--- config.mk ---
export PLATFORM = sky130hd
export DESIGN_NAME = rv_decode
export DESIGN_NICKNAME = d
export VERILOG_FILES = /design/src/rtl/rv_decode.sv
export SDC_FILE = /design/constraint.sdc
export NUM_CORES = 1
export LEC_CHECK = 0
export BUFFER_PORTS_ARGS = -buffer_cell sky130_fd_sc_hd__buf_2
export CORE_MARGIN = 1.5
export CORE_UTILIZATION = 30
export DETAILED_ROUTE_END_ITERATION = 12
export REMOVE_ABC_BUFFERS = 1
export SLEW_MARGIN = 20
export SYNTH_ARGS = -nofsm -noshare
export SYNTH_HDL_FRONTEND = slang
export SYNTH_SLANG_ARGS = --single-unit
--- constraint.sdc ---
create_clock -name i_clk -period 3.1 [get_ports i_clk]
set_input_delay 0.155 -clock i_clk [delete_from_list [all_inputs] [get_ports i_clk]]
set_output_delay 0.155 -clock i_clk [all_outputs]
set_load 0.01 [all_outputs]
--- src/rtl/rv_decode.sv ---
// rv_decode: RV32I(+M) instruction decode stage with output register plus skid register.
// Latency: 1 cycle from accepted i_valid to o_valid; a stalled OR parks one more word in SK.
// Backpressure: o_ready is registered and equals !SK.valid; i_stall holds o_* stable.
//
// Ports:
//   i_clk, i_reset (sync, active-high), i_flush (kill held instructions)
//   i_valid/o_ready/i_pc/i_instruction : fetch-side handshake
//   o_valid/i_stall + o_pc/o_class/o_funct3/o_alt/o_rs1/o_rs2/o_rd/o_rd_we/o_imm : decoded output
// Configuration: define EXTENSION_M_EN to decode OP funct7=0000001 as MULDIV (class 11);
//   otherwise that encoding is ILLEGAL (class 15).
module rv_decode (
  input  logic        i_clk,
  input  logic        i_reset,
  input  logic        i_flush,
  input  logic        i_valid,
  input  logic [31:0] i_pc,
  input  logic [31:0] i_instruction,
  output logic        o_ready,
  input  logic        i_stall,
  output logic        o_valid,
  output logic [31:0] o_pc,
  output logic [3:0]  o_class,
  output logic [2:0]  o_funct3,
  output logic        o_alt,
  output logic [4:0]  o_rs1,
  output logic [4:0]  o_rs2,
  output logic [4:0]  o_rd,
  output logic        o_rd_we,
  output logic [31:0] o_imm
);

  localparam logic [3:0] C_LUI     = 4'd0;
  localparam logic [3:0] C_AUIPC   = 4'd1;
  localparam logic [3:0] C_JAL     = 4'd2;
  localparam logic [3:0] C_JALR    = 4'd3;
  localparam logic [3:0] C_BRANCH  = 4'd4;
  localparam logic [3:0] C_LOAD    = 4'd5;
  localparam logic [3:0] C_STORE   = 4'd6;
  localparam logic [3:0] C_OP_IMM  = 4'd7;
  localparam logic [3:0] C_OP      = 4'd8;
  localparam logic [3:0] C_FENCE   = 4'd9;
  localparam logic [3:0] C_SYSTEM  = 4'd10;
`ifdef EXTENSION_M_EN
  localparam logic [3:0] C_MULDIV  = 4'd11;
`endif
  localparam logic [3:0] C_ILLEGAL = 4'd15;

  typedef struct packed {
    logic [31:0] pc;
    logic [3:0]  cls;
    logic [2:0]  funct3;
    logic        alt;
    logic [4:0]  rs1;
    logic [4:0]  rs2;
    logic [4:0]  rd;
    logic        rd_we;
    logic [31:0] imm;
  } dec_t;

  // Decoded view of the word fetch is presenting this cycle.
  logic [31:0] w_ins;
  logic [2:0]  w_f3;
  logic [6:0]  w_f7;
  logic [31:0] w_imm_i, w_imm_s, w_imm_b, w_imm_u, w_imm_j;
  logic        w_ill;
  logic [3:0]  w_cls;
  logic [31:0] w_imm;
  logic        w_alt;
  dec_t        w_dec;

  assign w_ins   = i_instruction;
  assign w_f3    = w_ins[14:12];
  assign w_f7    = w_ins[31:25];
  assign w_imm_i = {{21{w_ins[31]}}, w_ins[30:20]};
  assign w_imm_s = {{21{w_ins[31]}}, w_ins[30:25], w_ins[11:7]};
  assign w_imm_b = {{20{w_ins[31]}}, w_ins[7], w_ins[30:25], w_ins[11:8], 1'b0};
  assign w_imm_u = {w_ins[31:12], 12'b0};
  assign w_imm_j = {{12{w_ins[31]}}, w_ins[19:12], w_ins[20], w_ins[30:21], 1'b0};

  always_comb begin
    w_ill = 1'b0;
    w_cls = C_ILLEGAL;
    w_imm = 32'd0;
    w_alt = 1'b0;
    // Every valid opcode ends in 2'b11, so compressed encodings fall to default.
    case (w_ins[6:0])
      7'b0110111: begin w_cls = C_LUI;    w_imm = w_imm_u; end
      7'b0010111: begin w_cls = C_AUIPC;  w_imm = w_imm_u; end
      7'b1101111: begin w_cls = C_JAL;    w_imm = w_imm_j; end
      7'b1100111: begin w_cls = C_JALR;   w_imm = w_imm_i; w_ill = (w_f3 != 3'd0); end
      7'b1100011: begin
        w_cls = C_BRANCH; w_imm = w_imm_b;
        w_ill = (w_f3 == 3'd2) || (w_f3 == 3'd3);
      end
      7'b0000011: begin
        w_cls = C_LOAD; w_imm = w_imm_i;
        w_ill = (w_f3 == 3'd3) || (w_f3 == 3'd6) || (w_f3 == 3'd7);
      end
      7'b0100011: begin w_cls = C_STORE;  w_imm = w_imm_s; w_ill = (w_f3 > 3'd2); end
      7'b0010011: begin
        w_cls = C_OP_IMM; w_imm = w_imm_i;
        if (w_f3 == 3'd1) begin
          w_alt = w_ins[30];
          w_ill = (w_f7 != 7'b0000000);
        end else if (w_f3 == 3'd5) begin
          w_alt = w_ins[30];
          w_ill = (w_f7 != 7'b0000000) && (w_f7 != 7'b0100000);
        end
      end
      7'b0110011: begin
        w_cls = C_OP;
        case (w_f7)
          7'b0000000: w_alt = 1'b0;
          7'b0100000: begin w_alt = 1'b1; w_ill = (w_f3 != 3'd0) && (w_f3 != 3'd5); end
`ifdef EXTENSION_M_EN
          7'b0000001: w_cls = C_MULDIV;
`endif
          default:    w_ill = 1'b1;
        endcase
      end
      7'b0001111: begin w_cls = C_FENCE;  w_imm = w_imm_i; end
      7'b1110011: begin w_cls = C_SYSTEM; w_imm = w_imm_i; end
      default:    w_ill = 1'b1;
    endcase
    if (w_ill) begin
      w_cls = C_ILLEGAL;
      w_imm = 32'd0;
      w_alt = 1'b0;
    end

    w_dec        = '0;
    w_dec.pc     = i_pc;
    w_dec.cls    = w_cls;
    w_dec.funct3 = w_f3;
    w_dec.alt    = w_alt;
    w_dec.rs1    = w_ins[19:15];
    w_dec.rs2    = w_ins[24:20];
    w_dec.rd     = w_ins[11:7];
    w_dec.imm    = w_imm;
    w_dec.rd_we  = !((w_cls == C_ILLEGAL) || (w_cls == C_BRANCH) || (w_cls == C_STORE) ||
                     (w_cls == C_FENCE) || (w_ins[11:7] == 5'd0));
  end

  // Output register (OR) and skid register (SK).
  dec_t r_or, r_sk;
  logic r_or_vld, r_sk_vld, r_ready;

  logic w_acc, w_or_free;
  assign w_acc     = i_valid && r_ready;
  assign w_or_free = !r_or_vld || !i_stall;

  always_ff @(posedge i_clk) begin
    if (i_reset) begin
      r_or_vld <= 1'b0;
      r_sk_vld <= 1'b0;
      r_ready  <= 1'b1;
      r_or     <= '0;
      r_or.cls <= C_ILLEGAL;
      r_sk     <= '0;
    end else if (i_flush) begin
      r_or_vld <= 1'b0;
      r_sk_vld <= 1'b0;
      r_ready  <= 1'b1;
    end else begin
      if (w_or_free) begin
        // SK is older than anything fetch presents, so it always refills OR first.
        // o_ready is low whenever SK is full, so no accept can coincide with this move.
        if (r_sk_vld) begin
          r_or     <= r_sk;
          r_or_vld <= 1'b1;
          r_sk_vld <= 1'b0;
        end else if (w_acc) begin
          r_or     <= w_dec;
          r_or_vld <= 1'b1;
        end else begin
          r_or_vld <= 1'b0;
        end
        r_ready <= 1'b1;
      end else begin
        if (w_acc) begin
          r_sk     <= w_dec;
          r_sk_vld <= 1'b1;
        end
        r_ready <= !(r_sk_vld || w_acc);
      end
    end
  end

  assign o_ready  = r_ready;
  assign o_valid  = r_or_vld;
  assign o_pc     = r_or.pc;
  assign o_class  = r_or.cls;
  assign o_funct3 = r_or.funct3;
  assign o_alt    = r_or.alt;
  assign o_rs1    = r_or.rs1;
  assign o_rs2    = r_or.rs2;
  assign o_rd     = r_or.rd;
  assign o_rd_we  = r_or.rd_we;
  assign o_imm    = r_or.imm;

endmodule

==> flow_metrics.py <==
metrics = {
    "outcome": {
        "status": "finished, final reports clean",
    },
    "sta": {
        "timing_worst_slew_pin_value_ns": 0.932,
        "setup_violations": 0,
        "min_period_over_period_pct": 71.7,
        "max_freq_mhz": 450,
        "clock-skew-final_ns": 0.0109,
        "final_max_slew_viol_count": 0,
        "hold_viol": 0,
        "totalNegativeSetupSlack_ns": 0,
        "layout_min_cycle_time_ns": 2.22,
        "slew_headroom_pct": 37.9,
        "grt_setup_unrepaired": "false",
    },
    "worst_setup_path": {
        "critical_path.startpoint_type": "register",
        "timing.critical_path.required_ns": 3.45,
        "timing.critical_path.to_type": "register",
        "cp_num_buf_inv": 0,
        "setup.worst_path.class": "reg2reg",
        "slowest_stage_delay_on_critical_path_ns": 0.52,
        "timing.critical_path.slowest_stage_cell": "or3_2",
        "reg2reg_setup_slack_ns": 0.88,
        "path_cells": "nand2_1 -> or3_2 -> nor3_1 -> nand3_2 -> o21ai_0",
        "endpoint_of_the_worst_slack_reg_to_reg_timing_path": "r_sk[27]",
        "timing.critical_path.arrival_ns": 2.57,
        "r2r_cells": 5,
        "critical_path.max_fanout": 17,
        "cp_top_family": "simple AND/OR/NAND/NOR gates",
        "worst_r2r_startpoint": "o_valid",
    },
    "cells_and_area": {
        "fin_area_um2": 9640,
        "instances_no_fill": 1391,
        "drive_gt1_share_pct": 22.0,
        "syn_to_final_growth_pct": 26.5,
        "final_net_count": 1116,
    },
    "global_route": {
        "grt_pass1_vias": 6474,
        "antenna_violations_before_repair": 1,
        "grt_pass1_wl_mm": 36.3,
        "pin_count_of_the_biggest_net_entering_global_routing": 77,
        "globalRoute.totalOverflow": 0,
        "grtUsageTotal_pct": 17.5,
    },
    "clocking": {
        "tritoncts": "built",
        "cts.sinks": 179,
        "clock_path_buffers": 2,
        "clock_network_latency_to_the_later_pin_of_the_worst_skew_pair_ns": 0.43,
        "clk_root_buffer_cell": "clkbuf_16",
        "cts_resized": 0,
        "clock_edge_transition_at_the_registers_on_the_reported_setup_and_hold_paths_ns": 0.08,
        "cts_inserted_buffers": 17,
        "post_cts.repair.setup_buffers": 0,
        "holdBufCountCts": 43,
        "htree_levels": 4,
    },
    "synth": {
        "ys_types": 59,
        "asyncSetResetFlopFracSynth_pct": 0,
        "count_leader_synth": "dfxtp_1",
        "synth_common_cells": "dfxtp_1, nand2_1, a21oi_1",
        "synth_seq_cells": 179,
        "synth_top_cell_area_share_pct": 47.0,
        "synth_enable_flop_cells": 0,
        "synth_area_um2": 7620,
        "ys_warn_count": 0,
        "synthesis.instances": 887,
        "post_synth_main_area_contributors": "dfxtp_1, nand2_1, a21oi_1",
        "synthesis.area_per_instance_um2": 8.59,
        "seq_area_frac_synth_pct": 47.0,
        "synth_top_cell_by_area": "dfxtp_1",
        "synth_ff_type": "dfxtp_1",
    },
    "place": {
        "placed_area_um2": 8630,
        "gp_routability_congestion": 0.878,
        "post-place-cells": 1315,
        "detailedPlacementHpwl_mm": 15.0,
        "io_buffer_count": 158,
    },
    "floorplan": {
        "floorplan.core_area_um2": 25000,
        "die_footprint_um2": 26400,
        "die_h_um": 162,
        "floorplan.die.width_um": 162,
        "initial_core_util_pct": 30.4,
        "row_count": 58,
        "ios": 159,
    },
    "detailed_routing": {
        "dr_total_vias": 7122,
        "drt.antenna.violating_nets": 0,
        "drt-wirelength-per-cell_um": 16.8,
        "drcViolationCount": 0,
        "dr.pass1.iters": 5,
        "detail_route.iter0.violations": 654,
        "via_per_inst": 5.12,
        "routed_wl_mm": 23.4,
    },
    "hold_path": {
        "hold-path-endpoint": "r_sk[34]",
        "min-delay-start": "i_instruction[8]",
        "min-delay-path-class": "in2reg",
        "worstHoldPathCells": 3,
    },
    "power_and_ir_drop": {
        "power.leakage_nw": 3.66,
        "power.density_cell_area_nw_per_um2": 522,
        "maximum_vdd_drop_uv": 311,
    },
    "run": {
        "max_cap_violations": 0,
    },
}
## cells by family (layout without fill, tap and decap cells)
| kind of cell | Yosys count | count (layout) | synth area share (%) |
|---|---|---|---|
| other cells | 0 | 1 | 0 |
| xor+xnor | 3 | 3 | 0.345 |
| compound gates | 268 | 268 | 22.6 |
| fa+ha+maj | 1 | 1 | 0.131 |
| mux | 51 | 51 | 6.70 |
| simple gates | 303 | 303 | 18.5 |
| buf+inv | 82 | 255 | 4.71 |
| flops | 179 | 179 | 47.0 |
## final cells by class
cell class / count / area (µm²)
antenna: 1 / 2.50
clock buffer: 18 / 439
tap: 330 / 413
inverter: 7 / 26.3
sequential: 179 / 3590
clock inverter: 14 / 138
fill: 2540 / 15400
multi-input combinational: 626 / 3700
timing repair buffer: 216 / 1340
## power breakdown
part | total (mW) | internal [mW] | leakage (nW) | switching [mW]
combinational | 0.512 | 0.201 | 1.93 | 0.310
clock | 2.13 | 1.09 | 0.279 | 1.04
sequential | 2.39 | 2.36 | 1.45 | 0.0291
total | 5.03 | 3.65 | 3.66 | 1.38
## worst max-delay path by stage
stage,from,to,cells past startpoint
6_report,o_valid,r_sk[27],5
5_1_grt,o_valid,r_sk[25],5
4_1_cts,o_valid,r_sk[27],5
2_1_floorplan,r_sk_vld,o_imm[0],5
3_3_place_gp,i_instruction[25],o_imm[26],7
3_5_place_dp,i_instruction[2],r_sk[27],7
## worst register-to-register path: cells and delay by family, from the launching register on
family,cells,cell delay [ns]
compound gates,1,0.30
simple gates,4,1.43
flops,1,0.41
## through the flow
step                      hold slack [ns]  setup slack (ns)  utilization (%)  total power [mW]
after floorplan                     0.224             -8.07                -              2.68
after global placement              0.409             0.923             34.5              2.90
after detailed placement            0.414             0.818             34.5              2.91
after CTS                         0.00118             0.877             38.5              5.08
after global routing              0.00557             0.681             38.5              5.22
final                              0.0166             0.877             38.5              5.03
## sequential cells by signal, summed over array words and instances, names as in the netlist
| register | count |
|---|---|
| o_alt | 1 |
| o_class | 4 |
| o_funct3 | 3 |
| o_imm | 32 |
| o_pc | 32 |
| o_rd | 5 |
| o_rd_we | 1 |
| o_ready | 1 |
| o_rs1 | 5 |
| o_rs2 | 5 |
| o_valid | 1 |
| r_sk | 88 |
| r_sk_vld | 1 |
## routing by layer
metal	track usage [%]	vias up	share of wire (%)
met5	0	-	0
met4	4.34	0	1.3
met3	3.69	27	5.7
met2	28.2	240	46
met1	23.9	3345	47
li1	-	3510	-
## layout by cell type (no fill, tap or decap), drive strengths merged, types with 2 or more instances in the layout
| master | synthesis | final |
|---|---|---|
| dfxtp | 179 | 179 |
| buf | 20 | 173 |
| nand2 | 150 | 150 |
| a21oi | 104 | 104 |
| nor2 | 65 | 65 |
| a211oi | 53 | 53 |
| mux2i | 51 | 51 |
| dlygate4sd3 | 0 | 43 |
| o21ai | 39 | 39 |
| and3 | 33 | 33 |
| o22ai | 27 | 27 |
| clkbuf | 55 | 18 |
| inv | 7 | 15 |
| a221oi | 14 | 14 |
| nor3 | 12 | 12 |
| nand3 | 7 | 7 |
| nor2b | 6 | 6 |
| nand4 | 6 | 6 |
| a22o | 5 | 5 |
| a22oi | 5 | 5 |
| a211o | 5 | 5 |
| or4 | 4 | 4 |
| clkinv | 0 | 4 |
| or2 | 3 | 3 |
| nand3b | 3 | 3 |
| or3 | 3 | 3 |
| a21o | 2 | 2 |
| and3b | 2 | 2 |
| o2111ai | 2 | 2 |
| xnor2 | 2 | 2 |
| nand2b | 2 | 2 |
| a31oi | 2 | 2 |
| o221ai | 2 | 2 |
| nand4b | 2 | 2 |
| clkinvlp | 0 | 2 |
| o211ai | 2 | 2 |
No activity file was read; power rests on OpenSTA's default activity.
